`config.mk`:
```
export PLATFORM = sky130hd
export DESIGN_NAME = lif_net_param
export DESIGN_NICKNAME = d
export VERILOG_FILES = /design/src/rtl/lif_net_param.sv
export SDC_FILE = /design/constraint.sdc
export NUM_CORES = 1
export LEC_CHECK = 0
export ABC_AREA = 1
export ABC_CLOCK_PERIOD_IN_PS = 7500
export CELL_PAD_IN_SITES_DETAIL_PLACEMENT = 0
export CELL_PAD_IN_SITES_GLOBAL_PLACEMENT = 1
export CORE_ASPECT_RATIO = 0.5
export CORE_MARGIN = 10
export CORE_UTILIZATION = 30
export CTS_CLUSTER_DIAMETER = 30
export CTS_CLUSTER_SIZE = 40
export DETAILED_ROUTE_END_ITERATION = 7
export DONT_BUFFER_PORTS = 1
export PLACE_DENSITY = 0.66
export SYNTH_ARGS = -nofsm -noshare
export SYNTH_HDL_FRONTEND = slang
export SYNTH_SLANG_ARGS = --single-unit
```
`constraint.sdc`:
```
create_clock -name clk -period 7.5 [get_ports clk]
set_input_delay 0.75 -clock clk [delete_from_list [all_inputs] [get_ports clk]]
set_output_delay 0.75 -clock clk [all_outputs]
set_load 0.05 [all_outputs]
```
`src/rtl/lif_net_param.sv`:
```
// Two-layer leaky integrate-and-fire network: N_IN input neurons feed a signed,
// runtime-loadable weight file whose summed output drives a single output neuron.
module lif_net_param #(
    parameter int N_IN       = 8,
    parameter int W          = 8,
    parameter int THRESH     = 200,
    parameter int THRESH_OUT = 4,
    parameter int LEAK_SHIFT = 1,
    parameter int REFRAC     = 2,
    parameter int WGT_W      = 4,
    parameter int WGT_RESET  = 1
) (
    input  logic                      clk,
    input  logic                      rst_n,
    input  logic                      ena,
    input  logic [N_IN*W-1:0]         current,
    input  logic                      cfg_we,
    input  logic [$clog2(N_IN)-1:0]   cfg_addr,
    input  logic signed [WGT_W-1:0]   cfg_data,
    input  logic                      cnt_clr,
    output logic [N_IN-1:0]           hid_spike,
    output logic                      spike_out,
    output logic [W-1:0]              state_out,
    output logic [15:0]               spike_cnt
);

    localparam int SW = $clog2(N_IN) + WGT_W + 1;
    localparam int RW = (REFRAC > 0) ? $clog2(REFRAC + 1) : 1;
    localparam logic [W:0] SAT = {1'b0, {W{1'b1}}};

    typedef struct packed {
        logic [W-1:0]  state;
        logic [RW-1:0] ref_cnt;
        logic          spike;
    } neuron_t;

    // Shared neuron update: refractory hold, else leak + integrate with saturation.
    function automatic neuron_t neuron_step(input neuron_t cur, input logic [W-1:0] din,
                                            input int thresh);
        neuron_t    nxt;
        logic [W:0] n;
        nxt = cur;
        n   = '0;
        if (cur.ref_cnt != '0) begin
            nxt.state   = '0;
            nxt.spike   = 1'b0;
            nxt.ref_cnt = cur.ref_cnt - RW'(1);
        end else begin
            n = {1'b0, cur.state} - {1'b0, (cur.state >> LEAK_SHIFT)} + {1'b0, din};
            if (n > SAT) n = SAT;
            if (int'(n) >= thresh) begin
                nxt.spike   = 1'b1;
                nxt.state   = '0;
                nxt.ref_cnt = RW'(REFRAC);
            end else begin
                nxt.spike   = 1'b0;
                nxt.state   = n[W-1:0];
            end
        end
        return nxt;
    endfunction

    logic [W-1:0]              hid_state [N_IN];
    logic [RW-1:0]             hid_ref   [N_IN];
    logic signed [WGT_W-1:0]   wgt       [N_IN];
    logic signed [SW-1:0]      sum;
    logic [RW-1:0]             out_ref;

    neuron_t                   hid_nxt [N_IN];
    neuron_t                   out_nxt;
    logic signed [SW-1:0]      sum_nxt;
    logic [W-1:0]              out_in;

    // NOTE: every always_comb output gets a default first so no path can infer a latch.
    always_comb begin
        sum_nxt = '0;
        for (int i = 0; i < N_IN; i++) begin
            hid_nxt[i] = neuron_step('{state: hid_state[i], ref_cnt: hid_ref[i], spike: hid_spike[i]},
                                     current[i*W +: W], THRESH);
            if (hid_spike[i])
                sum_nxt = sum_nxt + {{(SW-WGT_W){wgt[i][WGT_W-1]}}, wgt[i]};
        end
    end

    // Negative sums inhibit down to zero drive; large sums saturate the input.
    always_comb begin
        out_in = '0;
        if (sum[SW-1])
            out_in = '0;
        else if (longint'(sum) > ((longint'(1) << W) - 1))
            out_in = '1;
        else
            out_in = W'(sum);
        out_nxt = neuron_step('{state: state_out, ref_cnt: out_ref, spike: spike_out},
                              out_in, THRESH_OUT);
    end

    // NOTE: all state, including the weight file, is updated with non-blocking assignments
    // so every register samples pre-edge values; the weight file is reset because its
    // power-on value (WGT_RESET) is architecturally visible.
    always_ff @(posedge clk or negedge rst_n) begin
        if (!rst_n) begin
            for (int i = 0; i < N_IN; i++) begin
                hid_state[i] <= '0;
                hid_ref[i]   <= '0;
                wgt[i]       <= WGT_W'(WGT_RESET);
            end
            hid_spike <= '0;
            sum       <= '0;
            state_out <= '0;
            out_ref   <= '0;
            spike_out <= 1'b0;
            spike_cnt <= '0;
        end else begin
            if (cfg_we && (int'(cfg_addr) < N_IN))
                wgt[cfg_addr] <= cfg_data;

            if (ena) begin
                for (int i = 0; i < N_IN; i++) begin
                    hid_state[i] <= hid_nxt[i].state;
                    hid_ref[i]   <= hid_nxt[i].ref_cnt;
                    hid_spike[i] <= hid_nxt[i].spike;
                end
                sum       <= sum_nxt;
                state_out <= out_nxt.state;
                out_ref   <= out_nxt.ref_cnt;
                spike_out <= out_nxt.spike;
            end else begin
                hid_spike <= '0;
                spike_out <= 1'b0;
            end

            if (cnt_clr)
                spike_cnt <= '0;
            else if (ena && out_nxt.spike && (spike_cnt != 16'hFFFF))
                spike_cnt <= spike_cnt + 16'd1;
        end
    end

endmodule

```
* After elaboration in Yosys (flattened, before gate mapping)
Cells that the tools add are included.
Storage, ports and cells: register bits 155, output and inout port bits 33
Operators by class: reduce and logical (&&, ||, !) cells 31, bitwise operators 1, equal/unequal tests 1, $add $sub $neg 35, magnitude comparators 21, multiplexer cells 71
Operators by type and width (count):
- two-way mux 9 bit | 18
- two-way mux 8 bit | 20
- two-way mux 11 bit | 9
- adder 9 x 8 -> 9 bit | 9
- greater-than comparator 9 x 8 -> 1 bit, second input constant | 9
- subtractor 8 x 7 -> 9 bit | 9
- >= comparator 9 x 8 -> 1 bit, second input constant | 8
- adder 8 bit | 7
- nonzero test 2 bit | 19
- bitwise mux 32 bit | 1
- two-way mux 16 bit | 2
- two-way mux 2 bit | 9
- AND reduction 2 bit | 9
- subtractor 2 x 1 -> 2 bit, second input constant | 9
- adder 16 x 1 -> 16 bit, second input constant | 1
- != test 16 bit, second input constant | 1
- demux 4 bit (select 3 bit) | 1
- two-way mux 1 bit | 10
- >= comparator 9 x 3 -> 1 bit, second input constant | 1
- greater-than comparator 8 x 9 -> 1 bit, second input constant | 1
- >= comparator 4 bit, second input constant | 1
- less-than comparator 4 x 1 -> 1 bit, second input constant | 1
- two-way mux 4 bit | 1
- NOT 3 -> 4 bit | 1
- logical AND 1 bit | 3

* Logic depth before layout (Yosys ltp)
Gate-level depths: netlist of run 1.
depth in word-level cells 15, gate-level depth with buffers 59, gate-level depth less buffers 59

* Worst setup path after synthesis of run 1
Ideal clock, no wire load.
path kind reg-to-reg, start register hid_spike[0], end register sum[7], setup time 0.118 ns, data arrival time 7.271 ns, path slack 0.111 ns, cell stages (with the launch flop) 55, data required time 7.382 ns, path through dfrtp_1 -> nand2_1 -> inv_1 -> ha_1 -> a21oi_1 -> nand2_1 -> fa_1 -> o21ai_0 -> inv_1 -> ha_1 -> nand2_1 -> nand2_1 -> inv_1 -> nand2_1 -> nor2_1 -> o21ai_0 -> nand2_1 -> inv_1 -> [19 not listed] -> ha_1 -> inv_1 -> xor2_1 -> nand2_1 -> nand2_1 -> inv_1 -> ha_1 -> a21oi_1 -> o21a_1 -> nand2_1 -> nand2_1 -> nand3_1 -> inv_1 -> nand2_1 -> nand2_1 -> nand3_1 -> nand3_1 -> nand2_1
On the way: longest elaborated chain between the ends 15
RTL lines:
- start, declared | RTL line 21 | output logic [N_IN-1:0] hid_spike,
- start signal, assigned by index | RTL line 122 | hid_spike[i] <= hid_nxt[i].spike;
- two-way mux 8 bit (*) | RTL line 80 | if (hid_spike[i])
- adder 8 bit | RTL line 81 | sum_nxt = sum_nxt + {{(SW-WGT_W){wgt[i][WGT_W-1]}}, wgt[i]};
- two-way mux 8 bit (*) | RTL line 80
- adder 8 bit | RTL line 81
- two-way mux 8 bit (*) | RTL line 80
- adder 8 bit | RTL line 81
- two-way mux 8 bit (*) | RTL line 80
- adder 8 bit | RTL line 81
- two-way mux 8 bit (*) | RTL line 80
- adder 8 bit | RTL line 81
- two-way mux 8 bit (*) | RTL line 80
- adder 8 bit | RTL line 81
- two-way mux 8 bit (*) | RTL line 80
- adder 8 bit | RTL line 81
- two-way mux 8 bit (*) | RTL line 80
- end signal, assigned | RTL line 124 | sum <= sum_nxt;
- end, declared | RTL line 66 | logic signed [SW-1:0] sum;
Every way passes the cells marked *; elsewhere a longest branch is shown, timed or not. A chain may end at the register's enable or synchronous reset.

* Final worst setup path of run 1
Same ends and word-level chain as after synthesis.

==> reports/summary.txt, run 1 <==
Wire length per cell = 13.6 um
GR Overflow Total = 0
Setup crit end = sum[7]
CTS H-tree depth = 4
Via count = 12330
Ys Warns = 0
Max-Cap Viols = 0
Vias in the first global route = 12289
Longest Clk Path Bufs = 2
RR Endpoint = sum[7]
Worst R2R Setup Slack = 460 ps
Total CTS buffers = 17
Layout cells sized above 1 = 0.105
Die width = 334 um
Gpl congestion = 0.814
Slew of the pin with the lowest slew margin = 901 ps
Slowest-stage cell, CP = dfrtp_2
Detailed placement HPWL = 27600 um
Final setup viols = 0
Arrival @ worst endpoint = 7360 ps
Area share of fa/ha/maj cells after synthesis = 0.227
Ant. Diodes = 0
Cells on worst reg2reg path = 47
Cell Area, Synth = 14800 sq um
WP data required = 7830 ps
CTS clk-pin slew, worst paths = 60 ps
Final #Nets = 2347
Full die area = 59300 sq um
Cell area after layout = 17000 sq um
Via density = 4.55
Netlist cell types = 48
Placed Area = 15800 sq um
Synth Area in XOR/XNOR = 0.0402
Worst clock skew = 12.7 ps
Sequential area share after synthesis = 0.262
Power after layout = 7.09 mW
Fillers = 5226
Largest net degree at the start of global routing = 168
Period utilisation layout = 0.938
CP Launch Point = hid_spike[0]
Synth-to-Final Area Change = 14.8%
Top cell by count, worst path = nand2_1
Post-Syn Nets = 2308
Initial drt markers = 530
Starting Density = 0.304
Min Clock Period, post-route = 7040 ps
Worst setup SP type = register
FF+latch count, synth = 155
CTS Root Cell = clkbuf_16
Crit Path Class = register to register
Mean Syn Cell Area = 7.39 sq um
Leakage = 8.98 nW
Reg2reg start = hid_spike[0]
Main combinational cell family by area after synthesis = simple AND/OR/NAND/NOR gates
Power Dens Cells = 416 nW/um^2
PortBufs = 0
Worst min path class = input port to async pin
Core Rows = 57
Die height = 177 um
CP Capture Type = register
Final hold vios = 0
Worst slew margin = 0.396
Slew Viols, Final = 0
Routed Antenna Nets = 0
Simple-Gate Fraction of Synth Area = 0.244
DR pass1 iterations = 4
Worst path max stage delay = 440 ps
CTS tree = built
Hold Slack = 161 ps
GRT Resource Usage Total = 0.126
Worst-path maximum fanout = 4
Status = finished, final reports clean
Num ports = 109
Mux contribution to synthesized area = 0
Fin Setup TNS = 0 ps
Synth Area in Compound Gates = 0.107
Worst-skew pair later-pin latency = 440 ps
DRC viols = 0
Maximum clock frequency = 142 MHz
Final WL = 36800 um
First-pass GRT wire length = 61800 um
Syn Inst Count = 2006
Maximum VDD drop = 0.174 mV
Initial antenna violation count = 2
Clk sink count = 155
Core footprint = 48700 sq um
## critical path: cells and delay by family, from the launching register on
kind | cells | cell delay [ps]
AND/OR/NAND/NOR | 22 | 1890
buffers and inverters | 6 | 450
AO/OA/AOI/OAI | 7 | 1160
XOR/XNOR | 4 | 660
adder cells (fa/ha/maj) | 8 | 2330
flip-flops | 1 | 440
## Yosys cell counts (all sizes together)
master,n,area share
a21o,14,0.0071
or2,13,0.0055
ha,155,0.13
a211oi,5,0.0025
xor2,37,0.024
nand3b,16,0.0081
dfrtp,147,0.25
o31a,3,0.0018
xnor2,28,0.017
nor3,3,0.0010
clkbuf,20,0.0051
nand3,156,0.057
nor4,4,0.0017
o21a,5,0.0025
o21ai,100,0.035
conb,1,0.00025
o22ai,57,0.024
o21bai,2,0.0010
nor3b,10,0.0051
fa,71,0.096
buf,8,0.0029
a21boi,5,0.0025
nand2,487,0.13
clkinv,5,0.0013
a21oi,70,0.024
o211ai,3,0.0015
a31oi,14,0.0059
inv,435,0.11
dfstp,8,0.014
nand4,36,0.016
and2,5,0.0021
nor2,83,0.021
## cell families after synthesis
kind of cell,after synthesis
AOI/OAI and AO/OA,278
buffers and inverters,468
xor gates and xnor gates,65
adders and majority gates,226
other,1
and+or+nand+nor,813
DFF,155
## layout make-up
type,instances,area [sq um],share of cell area
clock buffer,21,460,0.0271
multi-input combinational,1383,9630,0.566
sequential,155,3890,0.229
tap,649,812,0.0477
inverter,440,1650,0.0971
timing repair buffer,48,384,0.0226
clock inverter,11,193,0.0113
## worst min path at each step
stage	from	endpoint	slack, ps	cells after the start
after floorplan	hid_ref[0]	hid_ref[0]	440	2
after CTS	rst_n	wgt[24]	120	0
after global placement	rst_n	hid_state[48]	460	0
after detailed placement	rst_n	hid_state[48]	460	0
after global routing	rst_n	wgt[0]	120	0
final	rst_n	wgt[0]	160	0
## layer usage
metal,share of wire,vias to the layer above,track usage,wire (um)
li1,-,6463,-,-
met1,0.49,5772,0.164,18100
met2,0.48,81,0.219,17600
met3,0.023,14,0.0216,856
met4,0.0058,0,0.0206,212
met5,0,-,0,0
## report_power, final
part / leakage (nW) / total [mW] / internal (mW) / switching, mW
Sequential: 2.02 / 1.27 / 1.06 / 0.210
Clock: 0.313 / 0.989 / 0.609 / 0.380
Combinational: 6.65 / 4.83 / 1.95 / 2.88
Total: 8.98 / 7.09 / 3.62 / 3.47
## through the flow
stage | utilization | cells | setup WS (ps)
5_1_grt | 0.349 | 2707 | -54.8
6_report | 0.349 | 2707 | 462
4_1_cts | 0.339 | 2698 | 31.7
2_1_floorplan | - | 2006 | 111
3_3_place_gp | 0.324 | 2663 | -23.9
3_5_place_dp | 0.324 | 2663 | -104
## layout by cell type (no fill, tap or decap), drive strengths merged, types with 5 or more instances in the layout
master    n
and2      5
o21a      5
a211oi    5
a21oi    70
fa       71
o22ai    57
clkbuf   21
nand3   156
nor3b    10
ha      155
a31oi    14
or2      13
a21o     14
xor2     37
dfstp     8
dfrtp   147
nand4    36
clkinv    9
nand3b   16
inv     435
buf      48
bufinv    5
xnor2    28
a21boi    5
nor2     83
o21ai   100
nand2   487
## repair_timing
item | in CTS | in global routing
hold buffers | 1 | 0
hold endpoints to repair | 147 | 0
resized for setup | 7 | 89
pin swaps | 1 | 36
buffers inserted | 2 | 9
setup endpoints to repair | 1 | 4
## flip-flops by register name, summed over array words and instances, names as in the netlist
name       flops
sum            8
spike_out      1
hid_ref       16
spike_cnt     16
wgt           32
out_ref        2
hid_state     64
state_out      8
hid_spike      8
Note: power is estimated with default switching activity, not from simulation.
==> run 2, diff against run 1 <==
Settings changed: CORE_MARGIN 10 to unset.
==> run 2 against run 1 <==
Compared with the run above:
- sequential cell count is the same
- maximum frequency decreased by 1.7%
- die area down 15%
- critical path depth increased by 1
- via count rose by 1.1%
- global-route usage is 2.2 points higher
- register-to-register slack worse by 120 ps
- worst setup slack worse by 120 ps
- wire length is 1.6% lower
- combinational power up 0.8%
- non-clock buffer count up 11
- largest power group unchanged
- highest routed layer unchanged
==> reports/summary.txt, run 2 (synthesis results as in run 1) <==
Status = finished, final reports clean
PortBufs = 0 (unchanged)
Leakage = 8.99 nW (about the same)
First-pass GRT wire length = 60800 um (-1.6%)
Reg2reg start = hid_spike[0]
Commonest non-fill, non-tap cell in the layout = nand2_1
Worst-path maximum fanout = 4 (unchanged)
Place WS = -185 ps (-81.4 ps)
Detailed placement HPWL = 26600 um (-3.7%)
Routed Antenna Nets = 0 (unchanged)
Arrival @ worst endpoint = 7490 ps (+130 ps)
Via count = 12464 (+1.1%)
Crit Path Class = register to register
CTS Root Cell = clkbuf_16
Core footprint = 48600 sq um (-0.15%)
Cells on worst reg2reg path = 48 (+2.1%)
Slew Viols, Final = 0 (unchanged)
WP data required = 7830 ps (about the same)
Synth-to-Final Area Change = 15.2%
Vias in the first global route = 11975 (-2.6%)
Via density = 4.59 (+0.68%)
Power Dens Cells = 409 nW/um^2 (-1.7%)
Max-Cap Viols = 0 (unchanged)
GRT Resource Usage Total = 0.148 (+0.0224)
CP Capture Type = register
Die width = 316 um (-5.4%)
CTS clk-pin slew, worst paths = 70 ps (about the same)
Initial antenna violation count = 2 (unchanged)
Largest net degree at the start of global routing = 168 (unchanged)
Longest Clk Path Bufs = 2 (unchanged)
Worst R2R Setup Slack = 340 ps (-120 ps)
Maximum VDD drop = 0.174 mV (about the same)
Most frequent cells in the layout = 454 x nand2_1, 423 x inv_1, 146 x dfrtp_1
Final WL = 36200 um (-1.6%)
Min Clock Period, post-route = 7160 ps (+119 ps)
Fin Setup TNS = 0 ps (unchanged)
Full die area = 50400 sq um (-15%)
Worst slew margin = 0.306 (-0.0902)
Worst-skew pair later-pin latency = 450 ps (about the same)
WP buf/inv = 8 (+2)
Wire length per cell = 13.3 um (-2.0%)
Max FFs per register = 64 (unchanged)
GR Overflow Total = 0 (unchanged)
Largest regs = hid_state: 64 flops, wgt: 32 flops
Core Rows = 57 (unchanged)
Worst setup SP type = register
Ant. Diodes = 0 (unchanged)
Most flops, register = hid_state
Initial drt markers = 566 (+6.8%)
Layout cells sized above 1 = 0.116 (+0.0110)
Final #Nets = 2358 (+0.47%)
Total CTS buffers = 17 (unchanged)
CTS tree = built
DR pass1 iterations = 5 (+1)
Top cell by count, worst path = nand2_1
CP Launch Point = hid_spike[0]
DRC viols = 0 (unchanged)
Setup crit end = sum[7]
Worst min path class = input port to async pin
RR Endpoint = sum[7]
CTS H-tree depth = 4 (unchanged)
Period utilisation layout = 0.954 (+0.0158)
Slew of the pin with the lowest slew margin = 1030 ps (+133 ps)
Final hold vios = 0 (unchanged)
Maximum clock frequency = 140 MHz (-1.7%)
Starting Density = 0.305 (+0.000446)
Post-route setup slack = 343 ps (-119 ps)
Delay-heaviest family, CP = adder cells
Worst path max stage delay = 440 ps (about the same)
WP depth = 48 (+2.1%)
Num ports = 109 (unchanged)
Post-layout util = 0.351 (+0.00198)
Gpl congestion = 0.816 (+0.36%)
Clk sink count = 155 (unchanged)
Worst clock skew = 12.2 ps (-0.490 ps)
Slowest-stage cell, CP = dfrtp_2
Die height = 159 um (-10%)
Final setup viols = 0 (unchanged)
Hold Slack = 157 ps (-3.49 ps)
==> run 2: changes by cell type in the layout (fill, tap and decap cells not counted), sizes merged <==
cell	before	now
inv	435	440
buf	48	59
clkinvlp	2	8
clkinv	9	6
clkbuf	21	18
bufinv	5	0
==> run 2: metrics by stage <==
step,cells,power [mW],area [sq um]
finish,2718,7.00,17100
detailed placement,2671,5.87,15900
global placement,2671,5.88,15900
global route,2718,7.85,17100
floorplan,2006,4.85,14800
CTS,2706,6.80,16500
==> run 2: report_power, final <==
part | internal, mW | total, mW | switching [mW]
sequential | 1.06 | 1.29 | 0.231
combinational | 2.00 | 4.87 | 2.87
clock | 0.428 | 0.836 | 0.407
==> run 2: worst register-to-register path, delay by kind of cell (launching register included) <==
kind                       cells  cell delay (ps)
AOI/OAI and AO/OA              8             1310
adders and majority gates      8             2340
and+or+nand+nor               21             1880
DFF                            1              440
xor gates and xnor gates       3              510
buffers and inverters          8              620
==> run 2: what timing repair did <==
item                       in CTS  in global routing
hold endpoints to repair       81                  0
setup endpoints to repair       1                  4
setup buffers                   1                 12
pin swaps                       3                 48
resized for setup              10                104
hold buffers                    2                  0
cloned                          0                  0
==> run 2: how the worst min path moves through the flow <==
stage,startpoint,endpoint,slack [ps],cells past startpoint
floorplan,hid_ref[0],hid_ref[0],440,2
global placement,out_ref[0],out_ref[0],450,2
detailed placement,rst_n,spike_cnt[14],460,0
CTS,rst_n,wgt[28],120,0
global route,rst_n,wgt[24],120,0
finish,rst_n,wgt[24],160,0
==> run 2: final cells by class <==
| type | count | area (sq um) |
|---|---|---|
| Timing Repair Buffer | 59 | 494 |
| Sequential cell | 155 | 3890 |
| Multi-Input combinational cell | 1383 | 9700 |
| Clock inverter | 14 | 113 |
| Inverter | 440 | 1650 |
| Clock buffer | 18 | 429 |
| Tap cell | 649 | 812 |
| Fill cell | 5201 | 31600 |
==> run 2: metal layers <==
metal,global-route usage,wire [um],vias to the layer above
li1,-,-,6493
met1,0.207,18000,5872
met2,0.243,17100,91
met3,0.0257,925,8
met4,0.0219,189,0
met5,0,0,-
==> run 3, diff against run 2 <==
Settings changed: MAX_ROUTING_LAYER set to met4.
==> run 3 against run 2 <==
Compared with the run above:
- cell area unchanged
- maximum frequency about the same
- global-route usage grew 0.44 points
- critical endpoint unchanged
==> reports/summary.txt, run 3 (synthesis results as in run 1) <==
Clk sink count = 155 (unchanged)
Arrival @ worst endpoint = 7490 ps (about the same)
Full die area = 50400 sq um (unchanged)
WP data required = 7830 ps (about the same)
Vias in the first global route = 11980 (+0.042%)
Largest net degree at the start of global routing = 168 (unchanged)
Initial drt markers = 571 (+0.88%)
CTS tree = built
Top cell by count, worst path = nand2_1
Core Rows = 57 (unchanged)
P_sw = 3.51 mW (about the same)
Slew of the pin with the lowest slew margin = 1010 ps (-23.2 ps)
GR Overflow Total = 0 (unchanged)
Initial antenna violation count = 2 (unchanged)
Core footprint = 48600 sq um (unchanged)
CTS Root Cell = clkbuf_16
Worst clock skew = 11.2 ps (-1.02 ps)
Wire length per cell = 13.3 um (about the same)
Detailed placement HPWL = 26600 um (unchanged)
Crit Path Class = register to register
Total CTS buffers = 17 (unchanged)
Worst min path class = input port to async pin
Starting Density = 0.305 (unchanged)
Commonest non-fill, non-tap cell in the layout = nand2_1
Sw Share = 0.502 (about the same)
Slew Viols, Final = 0 (unchanged)
Final setup viols = 0 (unchanged)
DR pass1 iterations = 6 (+1)
Num ports = 109 (unchanged)
Largest regs = hid_state: 64 flops, wgt: 32 flops
Area of the multi-input gates = 9700 sq um (unchanged)
Leakage = 8.99 nW (unchanged)
DRC viols = 0 (unchanged)
Register Area = 3890 sq um (unchanged)
Worst slew margin = 0.321 (+0.0156)
Most frequent cells in the layout = 454 x nand2_1, 423 x inv_1, 146 x dfrtp_1
Via count = 12479 (+0.12%)
Internal power = 3.48 mW (about the same)
Ant. Diodes = 0 (unchanged)
First-pass GRT wire length = 60800 um (about the same)
Worst-skew pair later-pin latency = 440 ps (about the same)
Period utilisation layout = 0.954 (about the same)
Status = finished, final reports clean
Worst-path maximum fanout = 4 (unchanged)
Min Clock Period, post-route = 7160 ps (-1.15 ps)
Final hold vios = 0 (unchanged)
Gpl congestion = 0.829 (+1.5%)
Power Dens Cells = 409 nW/um^2 (about the same)
Routed Antenna Nets = 0 (unchanged)
Final WL = 36200 um (about the same)
Most flops, register = hid_state
PortBufs = 0 (unchanged)
Delay-heaviest family, CP = adder cells
Layout cells sized above 1 = 0.116 (unchanged)
Max FFs per register = 64 (unchanged)
Cell area after layout = 17100 sq um (unchanged)
Final #Nets = 2358 (unchanged)
Clk pwr share = 0.119 (about the same)
Combinational share of power = 0.696 (about the same)
CP Capture Type = register
Slowest-stage cell, CP = dfrtp_2
Fillers = 5201 (unchanged)
Sequential Power Share = 0.184 (about the same)
Power after layout = 7.00 mW (about the same)
CTS clk-pin slew, worst paths = 70 ps (about the same)
Die height = 159 um (unchanged)
Synth-to-Final Area Change = 15.2% (unchanged)
Die width = 316 um (unchanged)
Worst setup SP type = register
GRT Resource Usage Total = 0.153 (+0.00436)
CTS H-tree depth = 4 (unchanged)
Max-Cap Viols = 0 (unchanged)
Via density = 4.59 (+0.12%)
Worst path max stage delay = 440 ps (about the same)
Longest Clk Path Bufs = 2 (unchanged)
Placed Area = 15900 sq um (unchanged)
Maximum VDD drop = 0.175 mV (+0.32%)
Maximum clock frequency = 140 MHz (about the same)
WP buf/inv = 8 (unchanged)
[run 3: cell counts in the layout (fill, tap and decap cells not counted)]
No cell type changed its count.
[run 3: cell type report]
cell class	count	area share
tap	649	0.0475
multi-input combinational	1383	0.568
clock buffer	18	0.0251
sequential	155	0.228
clock inverter	14	0.00659
timing repair buffer	59	0.0289
inverter	440	0.0966
[run 3: path summary, 6_finish.rpt]
check                              from      endpoint  slack (ps)  cells after the start
hold / removal                    rst_n        wgt[0]         150                      0
hold reg to reg              hid_ref[4]    hid_ref[4]         470                      2
setup reg to reg           hid_spike[0]        sum[7]         340                     48
min in group clk                    ena  state_out[4]         370                      1
setup / recovery           hid_spike[0]        sum[7]         340                     48
max in group asynchronous         rst_n  hid_spike[0]        6870                      1
[run 3: worst register-to-register path: cells and delay by family (launching register included)]
family / cells / cell delay [ps]
buf+inv: 8 / 620
flops: 1 / 440
xor+xnor: 3 / 510
simple gates: 21 / 1880
fa+ha+maj: 8 / 2340
compound gates: 8 / 1310
[run 3: timing repair]
item                                   CTS  global route
endpoints found under the hold margin   81             0
pin swaps                                3            48
resized for setup                       10           104
setup buffers                            1            12
setup endpoints to repair                1             4
hold buffers                             2             0
[run 3: power by group through the flow]
stage	Combinational [mW]	Sequential (mW)	Clock [mW]
after floorplan	3.60	1.25	0
after global placement	4.59	1.29	0
after detailed placement	4.58	1.29	0
after CTS	4.66	1.28	0.869
after global routing	5.63	1.32	0.899
final	4.87	1.29	0.835
[run 3: stage by stage]
| stage | util | cells | setup slack [ps] | hold WS (ps) | TNS, ps |
|---|---|---|---|---|---|
| 6_report | 0.351 | 2718 | 344 | 155 | 0 |
| 3_5_place_dp | 0.326 | 2671 | -185 | 456 | -185 |
| 3_3_place_gp | 0.326 | 2671 | -64.4 | 454 | -64.4 |
| 2_1_floorplan | - | 2006 | 111 | 442 | 0 |
| 4_1_cts | 0.339 | 2706 | 10.0 | 124 | 0 |
| 5_1_grt | 0.351 | 2718 | -70.6 | 122 | -70.6 |
[run 3: metal layers]
metal  wire [um]  GRT usage
met5           0          -
met3         813     0.0223
met2       17100      0.243
met4         227     0.0258
met1       18000      0.207
